## src/rtl/rf_dump_reader.sv

```systemverilog
// Streams a range of integer register file entries out over valid/ready.
// Reads through the asynchronous rs port; rd_addr is always the registered walk pointer.
module rf_dump_reader #(
  parameter int unsigned NREGS = 32,
  parameter int unsigned DW    = 32,
  localparam int unsigned AW   = $clog2(NREGS)
) (
  input  logic          clk,
  input  logic          rst,
  input  logic          start,
  input  logic [AW-1:0] first_idx,
  input  logic [AW-1:0] last_idx,
  input  logic          abort,
  output logic          busy,
  output logic          done,
  output logic          err,
  output logic [AW-1:0] rd_addr,
  input  logic [DW-1:0] rd_data,
  output logic          out_valid,
  input  logic          out_ready,
  output logic [DW-1:0] out_data,
  output logic [AW-1:0] out_idx,
  output logic          out_last
);

  typedef enum logic {IDLE, ACTIVE} state_t;

  state_t        r_state, w_next;
  logic [AW-1:0] r_ptr, r_last;
  logic          r_issued_last;
  logic          r_out_valid, r_out_last, r_done, r_err;
  logic [DW-1:0] r_out_data;
  logic [AW-1:0] r_out_idx;

  logic w_accept, w_range_ok, w_slot_free, w_handshake, w_capture, w_final_hs;

  assign w_accept    = (r_state == IDLE) && start && !abort;
  assign w_range_ok  = (first_idx <= last_idx);
  assign w_slot_free = !r_out_valid || out_ready;
  assign w_handshake = r_out_valid && out_ready;
  assign w_capture   = (r_state == ACTIVE) && !abort && w_slot_free && !r_issued_last;
  assign w_final_hs  = w_handshake && r_out_last;

  always_ff @(posedge clk) begin
    if (rst) r_state <= IDLE;
    else     r_state <= w_next;
  end

  always_comb begin
    w_next = r_state;
    unique case (r_state)
      IDLE:    if (w_accept && w_range_ok) w_next = ACTIVE;
      ACTIVE:  if (abort || w_final_hs)    w_next = IDLE;
      default: w_next = IDLE;
    endcase
  end

  always_comb begin
    busy = (r_state == ACTIVE);
  end

  always_ff @(posedge clk) begin
    if (rst) begin
      r_ptr         <= '0;
      r_last        <= '0;
      r_issued_last <= 1'b0;
      r_out_valid   <= 1'b0;
      r_out_last    <= 1'b0;
      r_out_data    <= '0;
      r_out_idx     <= '0;
      r_done        <= 1'b0;
      r_err         <= 1'b0;
    end else begin
      r_done <= 1'b0;
      r_err  <= 1'b0;
      if (w_accept) begin
        if (w_range_ok) begin
          r_ptr         <= first_idx;
          r_last        <= last_idx;
          r_issued_last <= 1'b0;
        end else begin
          r_err <= 1'b1;
        end
      end
      if (r_state == ACTIVE) begin
        if (abort) begin
          r_out_valid <= 1'b0;
          r_out_last  <= 1'b0;
        end else if (w_final_hs) begin
          r_out_valid <= 1'b0;
          r_out_last  <= 1'b0;
          r_done      <= 1'b1;
        end else if (w_capture) begin
          // Capture replaces a beat handshaking this cycle, giving one beat per cycle.
          r_out_data  <= rd_data;
          r_out_idx   <= r_ptr;
          r_out_last  <= (r_ptr == r_last);
          r_out_valid <= 1'b1;
          if (r_ptr == r_last) r_issued_last <= 1'b1;
          else                 r_ptr         <= r_ptr + AW'(1);
        end else if (w_handshake) begin
          r_out_valid <= 1'b0;
        end
      end
    end
  end

  assign rd_addr   = r_ptr;
  assign done      = r_done;
  assign err       = r_err;
  assign out_valid = r_out_valid;
  assign out_data  = r_out_data;
  assign out_idx   = r_out_idx;
  assign out_last  = r_out_last;

endmodule

```

## config.mk

```make
export PLATFORM = sky130hd
export DESIGN_NAME = rf_dump_reader
export DESIGN_NICKNAME = d
export VERILOG_FILES = /design/src/rtl/rf_dump_reader.sv
export SDC_FILE = /design/constraint.sdc
export NUM_CORES = 1
export LEC_CHECK = 0
export CAP_MARGIN = 40
export CELL_PAD_IN_SITES_DETAIL_PLACEMENT = 0
export CELL_PAD_IN_SITES_GLOBAL_PLACEMENT = 1
export CORE_MARGIN = 8
export CORE_UTILIZATION = 31
export DETAILED_ROUTE_END_ITERATION = 12
export HOLD_SLACK_MARGIN = 0.15
export PLACE_DENSITY_LB_ADDON = 0.12
export RECOVER_POWER = 25
export SKIP_CTS_REPAIR_TIMING = 1
export SYNTH_ARGS = -nofsm -noshare
export SYNTH_HDL_FRONTEND = slang
export SYNTH_SLANG_ARGS = --single-unit
```

## constraint.sdc

```tcl
create_clock -name clk -period 3.04 [get_ports clk]
set_clock_uncertainty 0.05 [all_clocks]
set_input_delay 0.76 -clock clk [delete_from_list [all_inputs] [get_ports clk]]
set_output_delay 0.76 -clock clk [all_outputs]
set_load 0.01 [all_outputs]
```

**Word-level counts from Yosys, hierarchy flattened**

Index checks and enable logic that the tools add are counted.

- Add/sub/neg operators: 1
- Order comparisons: 1
- Equality and inequality tests: 1
- Muxes and demuxes: 26
- Bitwise logic cells: 4
- Reductions and logical operators: 21

Operators with widths:

| operator | number |
|---|---|
| $mux W5 | 7 |
| $mux W1 | 18 |
| $logic_and A1 B1 Y1 | 8 |
| $reduce_and A2 Y1 | 3 |
| $add A5 B1 Y5 const B | 1 |
| $eq A5 B5 Y1 | 1 |
| $le A5 B5 Y1 | 1 |
| $not A1 Y1 | 4 |
| $reduce_and A4 Y1 | 1 |
| $reduce_bool A4 Y1 | 1 |
| $logic_not A1 Y1 | 3 |
| $reduce_bool A3 Y1 | 1 |
| $reduce_or A3 Y1 | 1 |
| $logic_or A1 B1 Y1 | 2 |
| $pmux W1 S2 | 1 |
| $reduce_or A2 Y1 | 1 |

- Bits in registers: 53
- Input port bits: 47
- Output and inout port bits: 47
- Logic and storage cells: 64

**Logic depth before layout (Yosys ltp)**

- Word-level depth: 9
- Gate-level depth with buffers: 8

**Worst setup path after synthesis**

OpenSTA, ideal clock, no wires.

- Path kind: input to register
- From: input port last_idx[4]
- To: register r_ptr[2] (netlist: rd_addr[2])
- Setup time: 74 ps
- Data arrival time: 1,999 ps
- Data required time: 2,916 ps
- Setup slack: 916 ps
- Stages on the path: 8
- Path buffers: 1
- Cells stage by stage: inv_1 -> ha_1 -> nand2_1 -> o21ai_0 -> o21a_1 -> buf_2 -> nand3_1 -> a31oi_1

- Longest elaborated chain between the ends: 8

Ends and longest elaborated chain:

| what | RTL line | RTL |
|---|---|---|
| start: declaration | 12 | `input logic [AW-1:0] last_idx,` |
| $le A5 B5 Y1 * | 38 | `assign w_range_ok = (first_idx <= last_idx);` |
| $mux W5 * | 77 | `if (w_range_ok) begin` |
| $mux W5 * | 76 | `if (w_accept) begin` |
| $mux W5 | 99 | `if (r_ptr == r_last) r_issued_last <= 1'b1;` |
| $mux W5 | 93 | `end else if (w_capture) begin` |
| $mux W5 | 89 | `end else if (w_final_hs) begin` |
| $mux W5 | 86 | `if (abort) begin` |
| $mux W5 * | 85 | `if (r_state == ACTIVE) begin` |
| end signal: assignment | 78 | `r_ptr <= first_idx;` |
| end signal: assignment | 100 | `else r_ptr <= r_ptr + AW'(1);` |
| end: declaration | 29 | `logic [AW-1:0] r_ptr, r_last;` |

Every way passes the cells marked *; elsewhere a longest branch is shown, timed or not.
A chain may end at the register's enable or synchronous reset.

**Final worst setup path**

- From: input port last_idx[4]
- To: register r_ptr[3] (netlist: rd_addr[3])

The elaborated chain is that of the path after synthesis.

==> results.py <==
metrics = {
    "status": {
        "status": "finished, final reports clean",
    },
    "cells_and_area": {
        "multi_input_area_um2": 1010,
        "n_antenna_cell": 0,
        "drive_gt1_share_pct": 5.00,
        "area_delta_synth_final_pct": 52.1,
        "stdcell_area_um2": 3270,
        "nFillCells": 700,
        "seqCellArea_um2": 1060,
        "layout.nets": 412,
    },
    "place": {
        "dp_hpwl_mm": 4.66,
        "io_buffers": 93,
        "gp_congestion": 0.752,
        "dpl_cell_area_um2": 3170,
    },
    "die": {
        "rows": 30,
        "coreArea_um2": 6760,
        "num_io_pins": 94,
        "die_w_um": 99.3,
        "initial_utilization_pct": 31.8,
        "die_area_um2": 9850,
        "die_h_um": 99.3,
    },
    "grt": {
        "first_global_vias": 2032,
        "grt_start_max_net_pins": 38,
        "antenna_found_initial": 0,
        "gr-total-overflow": 0,
        "track_usage_pct": 12.6,
        "grt_pass1_wl_mm": 10.1,
    },
    "logic_synthesis": {
        "synth_cell_types": 29,
        "synth-edff-count": 0,
        "async_reset_ff_share_pct": 0,
        "syn_area_per_cell_um2": 8.02,
        "ys.warnings.count": 0,
        "seq_area_frac_synth_pct": 49.4,
        "postSynthCellCount": 268,
        "synth_nets": 321,
        "ys_seq_elements": 53,
        "synth_area_um2": 2150,
        "ys.flop_type": "dfxtp_1",
    },
    "setup_path": {
        "reg2reg_depth": 5,
        "path_class": "input port to flop",
        "critPathRequiredTime_ns": 3.23,
        "start_kind": "input port",
        "reg2reg_setup_slack_ns": 1.29,
        "path_max_fanout": 7,
        "endpoint_kind": "flop",
        "worstPathArrival_ns": 2.77,
    },
    "sta": {
        "worst_hold_slack_ns": 0.403,
        "hold_violations": 0,
        "tns_ns": 0,
        "finalSetupViolCount": 0,
        "tightest_slew_ns": 0.756,
        "rsz0062_at_grt": "false",
        "relSlewSlack_pct": 49.6,
        "final_max_slew_viol_count": 0,
        "period_minus_slack_ns": 2.58,
        "period_share_pct": 84.9,
        "fmax_mhz": 387,
    },
    "drt": {
        "wl_mm": 6.29,
        "ant_nets": 0,
        "drt-pass1-iter-count": 4,
        "drt_iter0_markers": 109,
        "drc": 0,
        "via_per_inst": 4.73,
        "wl_per_cell_um": 14.3,
        "vias": 2082,
    },
    "clock_network": {
        "cts_buffers": 5,
        "cts.sinks": 53,
        "clock_latency_ns": 0.30,
        "cts_tree": "built",
        "h-tree-depth": 2,
        "path_clk_slew_ns": 0.10,
        "cts_root_buffer": "clkbuf_8",
        "cts_buffer_depth": 2,
    },
    "power_and_ir_drop": {
        "power.total_mw": 1.41,
        "p_leak_nw": 1.22,
        "ir_worst_vdd_mv": 0.173,
        "p_per_area_nw_per_um2": 433,
    },
    "hold_path": {
        "hold_depth": 2,
        "hp-class": "flop to flop",
    },
    "run": {
        "cap_violations": 0,
    },
}
-- metrics by stage --
step | setup slack [ns] | cells | util, %
2_1_floorplan | 0.916 | 268 | -
3_3_place_gp | 0.216 | 432 | 46.9
3_5_place_dp | 0.148 | 432 | 46.9
4_1_cts | 0.466 | 440 | 48.6
5_1_grt | 0.346 | 440 | 48.4
6_report | 0.459 | 440 | 48.4
-- critical path, stage by stage --
cell,delay (ns)
clkdlybuf4s50_1,0.49
inv_1,0.05
ha_1,0.31
nand2_1,0.05
o21ai_0,0.36
o21a_1,0.34
buf_4,0.19
nand3_1,0.08
a31oi_1,0.13
-- cells in the final DEF (no fill, tap or decap), types with 3 or more instances in the layout --
cell type / count
nand2_1: 91
clkdlybuf4s50_1: 69
dfxtp_1: 53
a21oi_1: 49
dlygate4sd3_1: 23
nand3_1: 7
inv_1: 6
ha_1: 6
xor2_1: 5
nor2_1: 5
clkbuf_8: 5
buf_4: 5
o21ai_0: 4
or3_1: 3
a32oi_1: 3
a31oi_1: 3
-- synthesized netlist by cell type (all sizes together), types with 2 or more instances --
master | n | area share, %
or3 | 3 | 0.87
buf | 6 | 1.4
nand3 | 7 | 1.6
nand2 | 91 | 16
nor2 | 5 | 0.87
clkbuf | 9 | 1.6
a21oi | 49 | 11
nand2b | 2 | 1.3
xor2 | 5 | 2.0
a211oi | 3 | 1.0
dfxtp | 53 | 49
ha | 6 | 3.5
inv | 6 | 1.0
a32oi | 3 | 1.2
o21ai | 6 | 1.6
a31oi | 3 | 0.87
-- cells by family (layout without fill, tap and decap cells) --
| family | count (synthesis) | count (layout) | synth area share [%] |
|---|---|---|---|
| fa+ha+maj | 6 | 6 | 3.49 |
| xor+xnor | 5 | 5 | 2.04 |
| buf+inv | 21 | 113 | 4.02 |
| compound gates | 69 | 69 | 18.4 |
| simple gates | 114 | 114 | 22.7 |
| flops | 53 | 53 | 49.4 |
-- path summary, 6_finish.rpt --
path,end,startpoint
min reg2reg,out_data[28],out_data[28]
min,out_data[28],out_data[28]
max reg2reg,out_data[14],busy
max,rd_addr[3],last_idx[4]
-- final cells by class --
cell class / count / share of cell area [%]
clock buffer: 6 / 2.22
clock inverter: 2 / 1.19
inverter: 6 / 0.689
multi-input combinational: 194 / 30.8
sequential: 53 / 32.5
tap: 80 / 3.06
timing repair buffer: 99 / 29.6
-- registers in the layout (all words and copies together), names as in the netlist --
| signal | flops |
|---|---|
| out_idx | 5 |
| busy | 1 |
| out_valid | 1 |
| err | 1 |
| out_last | 1 |
| r_last | 5 |
| r_issued_last | 1 |
| rd_addr | 5 |
| out_data | 32 |
| done | 1 |
-- metal layers --
metal / up-vias / share of wire, % / GRT usage [%] / wire length [um]
li1: 1085 / - / - / -
met1: 933 / 45 / 15.1 / 2800
met2: 58 / 48 / 20.8 / 2990
met3: 6 / 7.0 / 4.33 / 439
met4: 0 / 0.91 / 3.49 / 57
met5: - / 0 / 0 / 0
-- where the power goes --
| group | total [mW] | switching, mW | internal, mW |
|---|---|---|---|
| logic | 0.201 | 0.0906 | 0.111 |
| registers | 0.732 | 0.0180 | 0.714 |
| clock network | 0.481 | 0.233 | 0.248 |
Power figures use the tool's default switching activity.
